==> config.mk <==
export PLATFORM = sky130hd
export DESIGN_NAME = trng_req_arbiter_flat
export DESIGN_NICKNAME = d
export VERILOG_FILES = /design/src/rtl/trng_req_arbiter_if.sv /design/src/rtl/trng_req_arbiter.sv /design/src/flat_wrapper.sv
export SDC_FILE = /design/constraint.sdc
export NUM_CORES = 1
export LEC_CHECK = 0
export BUFFER_PORTS_ARGS = -buffer_cell sky130_fd_sc_hd__buf_2
export CAP_MARGIN = 30
export CORE_MARGIN = 2
export CORE_UTILIZATION = 50
export DETAILED_ROUTE_END_ITERATION = 10
export PLACE_DENSITY = 0.82
export SYNTH_ARGS = -nofsm -noshare
export SYNTH_HDL_FRONTEND = slang
export SYNTH_SLANG_ARGS = --single-unit
==> constraint.sdc <==
create_clock -name clk_i -period 2.6 [get_ports clk_i]
set_input_delay 0.26 -clock clk_i [delete_from_list [all_inputs] [get_ports clk_i]]
set_output_delay 0.26 -clock clk_i [all_outputs]
set_load 0.05 [all_outputs]
==> src/rtl/trng_req_arbiter_if.sv <==
// trng_req_arbiter_if: consumer-side word bus of the TRNG arbiter.
// req_i level requests, gnt_o one-hot grant, data_o word, level_o fill.
interface trng_req_arbiter_if #(
  parameter int NUM_REQ = 4,
  parameter int DATA_W  = 32,
  parameter int DEPTH   = 4
);
  logic [NUM_REQ-1:0]     req_i;
  logic [NUM_REQ-1:0]     gnt_o;
  logic [DATA_W-1:0]      data_o;
  logic [$clog2(DEPTH):0] level_o;

  modport master (
    output req_i,
    input  gnt_o,
    input  data_o,
    input  level_o
  );

  modport slave (
    input  req_i,
    output gnt_o,
    output data_o,
    output level_o
  );
endinterface

==> src/rtl/trng_req_arbiter.sv <==
// trng_req_arbiter: sequences the TRNG (enable/ready/ack), buffers words
// in a hold register + FIFO, shares them round-robin, latches failures.
// Ports: clk_i, rst_i (sync, active-high), start_i, bus (req/gnt/data/
// level), trng_enable_o, trng_ready_i, trng_data_i, trng_ack_o,
// trng_dead_i, err_o (sticky), busy_o (START or RUN).
module trng_req_arbiter #(
  parameter int NUM_REQ = 4,
  parameter int DATA_W  = 32,
  parameter int DEPTH   = 4,
  parameter int TIMEOUT = 1023
) (
  input  logic              clk_i,
  input  logic              rst_i,
  input  logic              start_i,
  trng_req_arbiter_if.slave bus,
  output logic              trng_enable_o,
  input  logic              trng_ready_i,
  input  logic [DATA_W-1:0] trng_data_i,
  output logic              trng_ack_o,
  input  logic              trng_dead_i,
  output logic              err_o,
  output logic              busy_o
);
  localparam int AW = $clog2(DEPTH);
  localparam int PW = $clog2(NUM_REQ);
  localparam int WW = $clog2(TIMEOUT + 1);
  localparam logic [AW:0] FULL = (AW + 1)'(DEPTH);

  typedef enum logic [1:0] {
    S_IDLE,
    S_START,
    S_RUN,
    S_FAILED
  } state_t;

  state_t state_q, state_d;

  logic [DATA_W-1:0] mem [DEPTH];
  logic [AW-1:0]     wr_q, rd_q;
  logic [AW:0]       cnt_q;
  logic [DATA_W-1:0] hold_q;
  logic              hold_v_q;
  logic              ack_q;
  logic [PW-1:0]     rr_q;
  logic [WW-1:0]     wd_q;

  logic          run, full, pop, push, load;
  logic          proto_err, wd_run, wd_hit;
  logic          found;
  logic [PW-1:0] sel, idx;

  // dead overrides every other event of the cycle
  assign run  = (state_q == S_RUN) && !trng_dead_i;
  assign full = (cnt_q == FULL);

  always_comb begin
    found = 1'b0;
    sel   = '0;
    idx   = '0;
    for (int k = 0; k < NUM_REQ; k++) begin
      idx = PW'((int'(rr_q) + k) % NUM_REQ);
      if (!found && bus.req_i[idx]) begin
        found = 1'b1;
        sel   = idx;
      end
    end
  end

  assign pop  = run && (cnt_q != '0) && found;
  // room is judged after this cycle's pop
  assign push = run && hold_v_q && (!full || pop);
  assign load = run && trng_ready_i && !hold_v_q;

  assign proto_err = (state_q == S_RUN) && trng_ready_i && hold_v_q;
  assign wd_run    = (state_q == S_RUN) && !full && !hold_v_q
                     && !trng_ready_i;
  assign wd_hit    = wd_run && (wd_q >= WW'(TIMEOUT - 1));

  always_comb begin
    state_d = state_q;
    unique case (state_q)
      S_IDLE:   if (start_i) state_d = S_START;
      S_START:  state_d = trng_dead_i ? S_FAILED : S_RUN;
      S_RUN:    if (trng_dead_i || proto_err || wd_hit)
                  state_d = S_FAILED;
      S_FAILED: state_d = S_FAILED;
      default:  state_d = S_IDLE;
    endcase
  end

  always_comb begin
    bus.gnt_o = '0;
    if (pop) bus.gnt_o[sel] = 1'b1;
  end

  assign bus.data_o  = pop ? mem[rd_q] : '0;
  assign bus.level_o = cnt_q;

  assign trng_enable_o = (state_q == S_START) && !trng_dead_i;
  assign trng_ack_o    = ack_q && run;
  assign err_o         = (state_q == S_FAILED);
  assign busy_o        = (state_q == S_START) || (state_q == S_RUN);

  always_ff @(posedge clk_i) begin
    if (push) mem[wr_q] <= hold_q;
  end

  always_ff @(posedge clk_i) begin
    if (rst_i) begin
      state_q  <= S_IDLE;
      wr_q     <= '0;
      rd_q     <= '0;
      cnt_q    <= '0;
      hold_q   <= '0;
      hold_v_q <= 1'b0;
      ack_q    <= 1'b0;
      rr_q     <= '0;
      wd_q     <= '0;
    end else begin
      state_q <= state_d;
      if (state_d == S_FAILED) begin
        wr_q     <= '0;
        rd_q     <= '0;
        cnt_q    <= '0;
        hold_v_q <= 1'b0;
        ack_q    <= 1'b0;
        wd_q     <= '0;
      end else begin
        ack_q <= push;
        if (pop) begin
          rd_q <= rd_q + 1'b1;
          rr_q <= (int'(sel) == NUM_REQ - 1) ? '0 : sel + 1'b1;
        end
        if (push) wr_q <= wr_q + 1'b1;
        if (push && !pop) cnt_q <= cnt_q + 1'b1;
        else if (pop && !push) cnt_q <= cnt_q - 1'b1;
        if (push) hold_v_q <= 1'b0;
        if (load) begin
          hold_v_q <= 1'b1;
          hold_q   <= trng_data_i;
        end
        if (state_q != S_RUN || trng_ready_i || full) wd_q <= '0;
        else if (!hold_v_q && wd_q != WW'(TIMEOUT))
          wd_q <= wd_q + 1'b1;
      end
    end
  end
endmodule

==> src/flat_wrapper.sv <==
// flat-port wrapper written by rule: the top's interface ports become plain ports
module trng_req_arbiter_flat 
#(
  parameter int NUM_REQ = 4,
  parameter int DATA_W  = 32,
  parameter int DEPTH   = 4,
  parameter int TIMEOUT = 1023
)
  (clk_i, rst_i, start_i, trng_enable_o, trng_ready_i, trng_data_i, trng_ack_o, trng_dead_i, err_o, busy_o, bus_req_i, bus_gnt_o, bus_data_o, bus_level_o);
  trng_req_arbiter_if #(.NUM_REQ(NUM_REQ), .DATA_W(DATA_W), .DEPTH(DEPTH)) bus_i ();
  input  logic clk_i;
  input  logic rst_i;
  input  logic start_i;
  output logic trng_enable_o;
  input  logic trng_ready_i;
  input  logic [DATA_W-1:0] trng_data_i;
  output logic trng_ack_o;
  input  logic trng_dead_i;
  output logic err_o;
  output logic busy_o;
  input wire logic [$bits(bus_i.req_i)-1:0] bus_req_i;
  output wire logic [$bits(bus_i.gnt_o)-1:0] bus_gnt_o;
  output wire logic [$bits(bus_i.data_o)-1:0] bus_data_o;
  output wire logic [$bits(bus_i.level_o)-1:0] bus_level_o;
  assign bus_i.req_i = bus_req_i;
  assign bus_gnt_o = bus_i.gnt_o;
  assign bus_data_o = bus_i.data_o;
  assign bus_level_o = bus_i.level_o;
  trng_req_arbiter #(.NUM_REQ(NUM_REQ), .DATA_W(DATA_W), .DEPTH(DEPTH), .TIMEOUT(TIMEOUT)) u_core (.clk_i(clk_i), .rst_i(rst_i), .start_i(start_i), .bus(bus_i), .trng_enable_o(trng_enable_o), .trng_ready_i(trng_ready_i), .trng_data_i(trng_data_i), .trng_ack_o(trng_ack_o), .trng_dead_i(trng_dead_i), .err_o(err_o), .busy_o(busy_o));
endmodule
==> flow_summary.json <==
{
  "outcome": "complete, no violations",
  "worst_pin_slew_ns": 0.907,
  "layout_setup_ws_ns": 0.0683,
  "cts_max_level": 4,
  "rsz0062_at_grt": "false",
  "maxCapViolCount": 0,
  "p_total_w": 0.00637,
  "dieHeight_um": 126,
  "cp-start-kind": "flip-flop",
  "ys_types": 48,
  "switching_share_pct": 24.3,
  "synth_top_cell_by_area": "edfxtp_1",
  "seqPwrFrac_pct": 51.0,
  "yosys.cell_count.top_type": "edfxtp_1",
  "p_per_area_nw_per_um2": 725,
  "die_w_um": 126,
  "clkPwrFrac_pct": 40.9,
  "ctsHoldBuffers": 0,
  "ir_worst_vdd_mv": 0.616,
  "root_buffer": "clkbuf_16",
  "initial_core_util_pct": 51.1,
  "synth_cells": 520,
  "grt_pass1_vias": 4648,
  "drtIter0Drc": 309,
  "drc": 0,
  "critPathArrivalTime_ns": 2.27,
  "fillers": 1075,
  "tritoncts": "built",
  "ys_ff_latch": 185,
  "clock_path_buffers": 2,
  "p_int_w": 0.00483,
  "endpoint_kind": "output pin",
  "ant_nets": 0,
  "max_slew_margin_pct": 39.5,
  "antenna_found_initial": 0,
  "dp_hpwl_mm": 9.28,
  "syn_avg_cell_area_um2": 14.3,
  "clock-sinks": 185,
  "crit_type": "flip-flop to output pin",
  "crit_required_ns": 2.34,
  "synth_top_area_share_pct": 51.7,
  "synth_nets": 577,
  "areaGrowthSynthToFinish_pct": 18.3,
  "drive_gt1_share_pct": 27.4,
  "hold_path_class": "input pin to flip-flop",
  "dr.pass1.iters": 5,
  "ys_warn_count": 0,
  "num_io_pins": 84,
  "vias": 4531,
  "placed_area_um2": 8150,
  "tns_ns": 0,
  "power.switching_w": 0.00155,
  "combPwrFrac_pct": 8.1,
  "fp-row-count": 44,
  "p_leak_nw": 3.12,
  "finalSetupViolCount": 0,
  "nets": 667,
  "slew_viol_final": 0,
  "design_area_um2": 8790,
  "synth_area_um2": 7430,
  "synth_ff_type": "edfxtp_1",
  "clk_pin_slew_ns": 0.07,
  "fin_crit_ns": 2.53,
  "clk-insertion-delay-late_ns": 0.42,
  "yosys-top-cells-count": "edfxtp_1, nand2_1, dfxtp_1",
  "port_buffers": 83,
  "fin_skew_ns": 0.00681,
  "ys_seq_area_share_pct": 67.1,
  "vias_per_cell": 5.61,
  "hold_violations": 0,
  "place_ws_ns": 0.105,
  "synth-edff-count": 128,
  "dieArea_um2": 15900,
  "fmax_mhz": 395,
  "path_max_fanout": 40,
  "cts-buffers-inserted": 17,
  "track_usage_pct": 19.5,
  "gp_congestion": 0.748,
  "core_um2": 14500,
  "fin_crit_sh_pct": 97.4,
  "final_util_pct": 60.5,
  "yosys-top-cells-area": "edfxtp_1, dfxtp_1, mux4_2",
  "finalWirelength_mm": 15.0,
  "grt_first_pass_wirelength_mm": 23.7,
  "wl_per_cell_um": 18.6,
  "synthArstFlopShare_pct": 0,
  "grt_max_degree": 41,
  "cts_setup_buffers": 0,
  "n_antenna_cell": 0,
  "gr-total-overflow": 0
}
[routing by layer]
| metal | up-vias | track usage [%] | routed length [um] |
|---|---|---|---|
| met2 | 165 | 33.0 | 7510 |
| met5 | - | 0 | 0 |
| met3 | 22 | 3.87 | 754 |
| li1 | 2104 | - | - |
| met1 | 2240 | 25.0 | 6460 |
| met4 | 0 | 7.50 | 284 |
[power groups by stage]
stage,Sequential (W),Combinational [W],Clock [W]
finish,0.00325,0.000517,0.00261
global route,0.00325,0.000570,0.00275
CTS,0.00325,0.000517,0.00264
detailed placement,0.00331,0.000514,0
global placement,0.00330,0.000495,0
floorplan,0.00330,0.000331,0
[critical path, stage by stage (launching register included)]
cell and delay [ns]:
dfxtp_1 0.35, inv_1 0.11, ha_1 0.24, nor2b_1 0.21
buf_4 0.16, o311ai_4 0.11, buf_8 0.22, nor2b_1 0.20
buf_4 0.23
[per-stage QoR]
step	instances	hold WS (ns)
floorplan	520	0.396
global placement	775	0.459
finish	807	0.0706
CTS	807	0.0551
global route	807	0.0685
detailed placement	775	0.491
[cell type report]
type | instances | area (um2) | area share, %
timing repair buffer | 95 | 582 | 6.62
tap | 184 | 230 | 2.62
clock inverter | 15 | 180 | 2.05
sequential | 185 | 4990 | 56.7
multi-input combinational | 293 | 2320 | 26.4
inverter | 18 | 67.6 | 0.768
clock buffer | 17 | 425 | 4.84
[cell usage in the layout (no fill, tap or decap), drive strengths merged, types with 2 or more instances in the layout]
master,Yosys,final
nand3,2,2
nor2,18,18
clkinvlp,0,2
a211oi,4,4
mux2i,6,6
mux4,32,32
o31ai,3,3
xnor2,5,5
nand4,2,2
nand2,75,75
edfxtp,128,128
clkbuf,13,25
clkinv,0,2
dfxtp,57,57
nor2b,35,35
or3,3,3
o21ai,7,7
inv,18,27
nor3,9,9
nand2b,3,3
o311ai,2,2
bufinv,0,2
and2,5,5
nor4,2,2
buf,11,87
xor2,4,4
a21oi,40,40
ha,15,15
[cells by family (layout without fill, tap and decap cells)]
kind of cell | count (synthesis) | in the layout | synth area share (%)
AND/OR/NAND/NOR | 162 | 162 | 10.6
multiplexers | 38 | 38 | 10.5
buffers and inverters | 42 | 145 | 2.29
AO/OA/AOI/OAI | 68 | 68 | 5.64
XOR/XNOR | 9 | 9 | 1.06
adder cells (fa/ha/maj) | 16 | 16 | 2.79
flip-flops | 185 | 185 | 67.1
[sequential cells by signal, indices dropped and copies added (netlist names), named ones only]
signal,flops
u_core.ack_q,1
u_core.rr_q,2
u_core.wd_q,10
u_core.rd_q,2
u_core.mem,128
u_core.bus.level_o,3
u_core.state_q,2
u_core.hold_q,32
u_core.wr_q,2
u_core.hold_v_q,1
[worst paths after layout]
path	slack, ns	start	depth (start not counted)	end
hold / removal	0.07	trng_data_i[31]	3	u_core.hold_q[31]$_SDFFE_PP0P_
setup reg to reg	0.11	u_core.state_q[0]$_SDFF_PP0_	11	u_core.bus.level_o[2]$_SDFFE_PP0P_
setup / recovery	0.07	u_core.state_q[0]$_SDFF_PP0_	8	bus_data_o[16]
hold reg to reg	0.50	u_core.rr_q[0]$_SDFFE_PP0P_	2	u_core.rr_q[0]$_SDFFE_PP0P_
[timing repair]
item | 4_1_cts | 5_1_grt
pin swaps | 0 | 0
setup endpoints to repair | 36 | 34
gates resized for setup | 3 | 14
(Power assumes the default switching activity.)
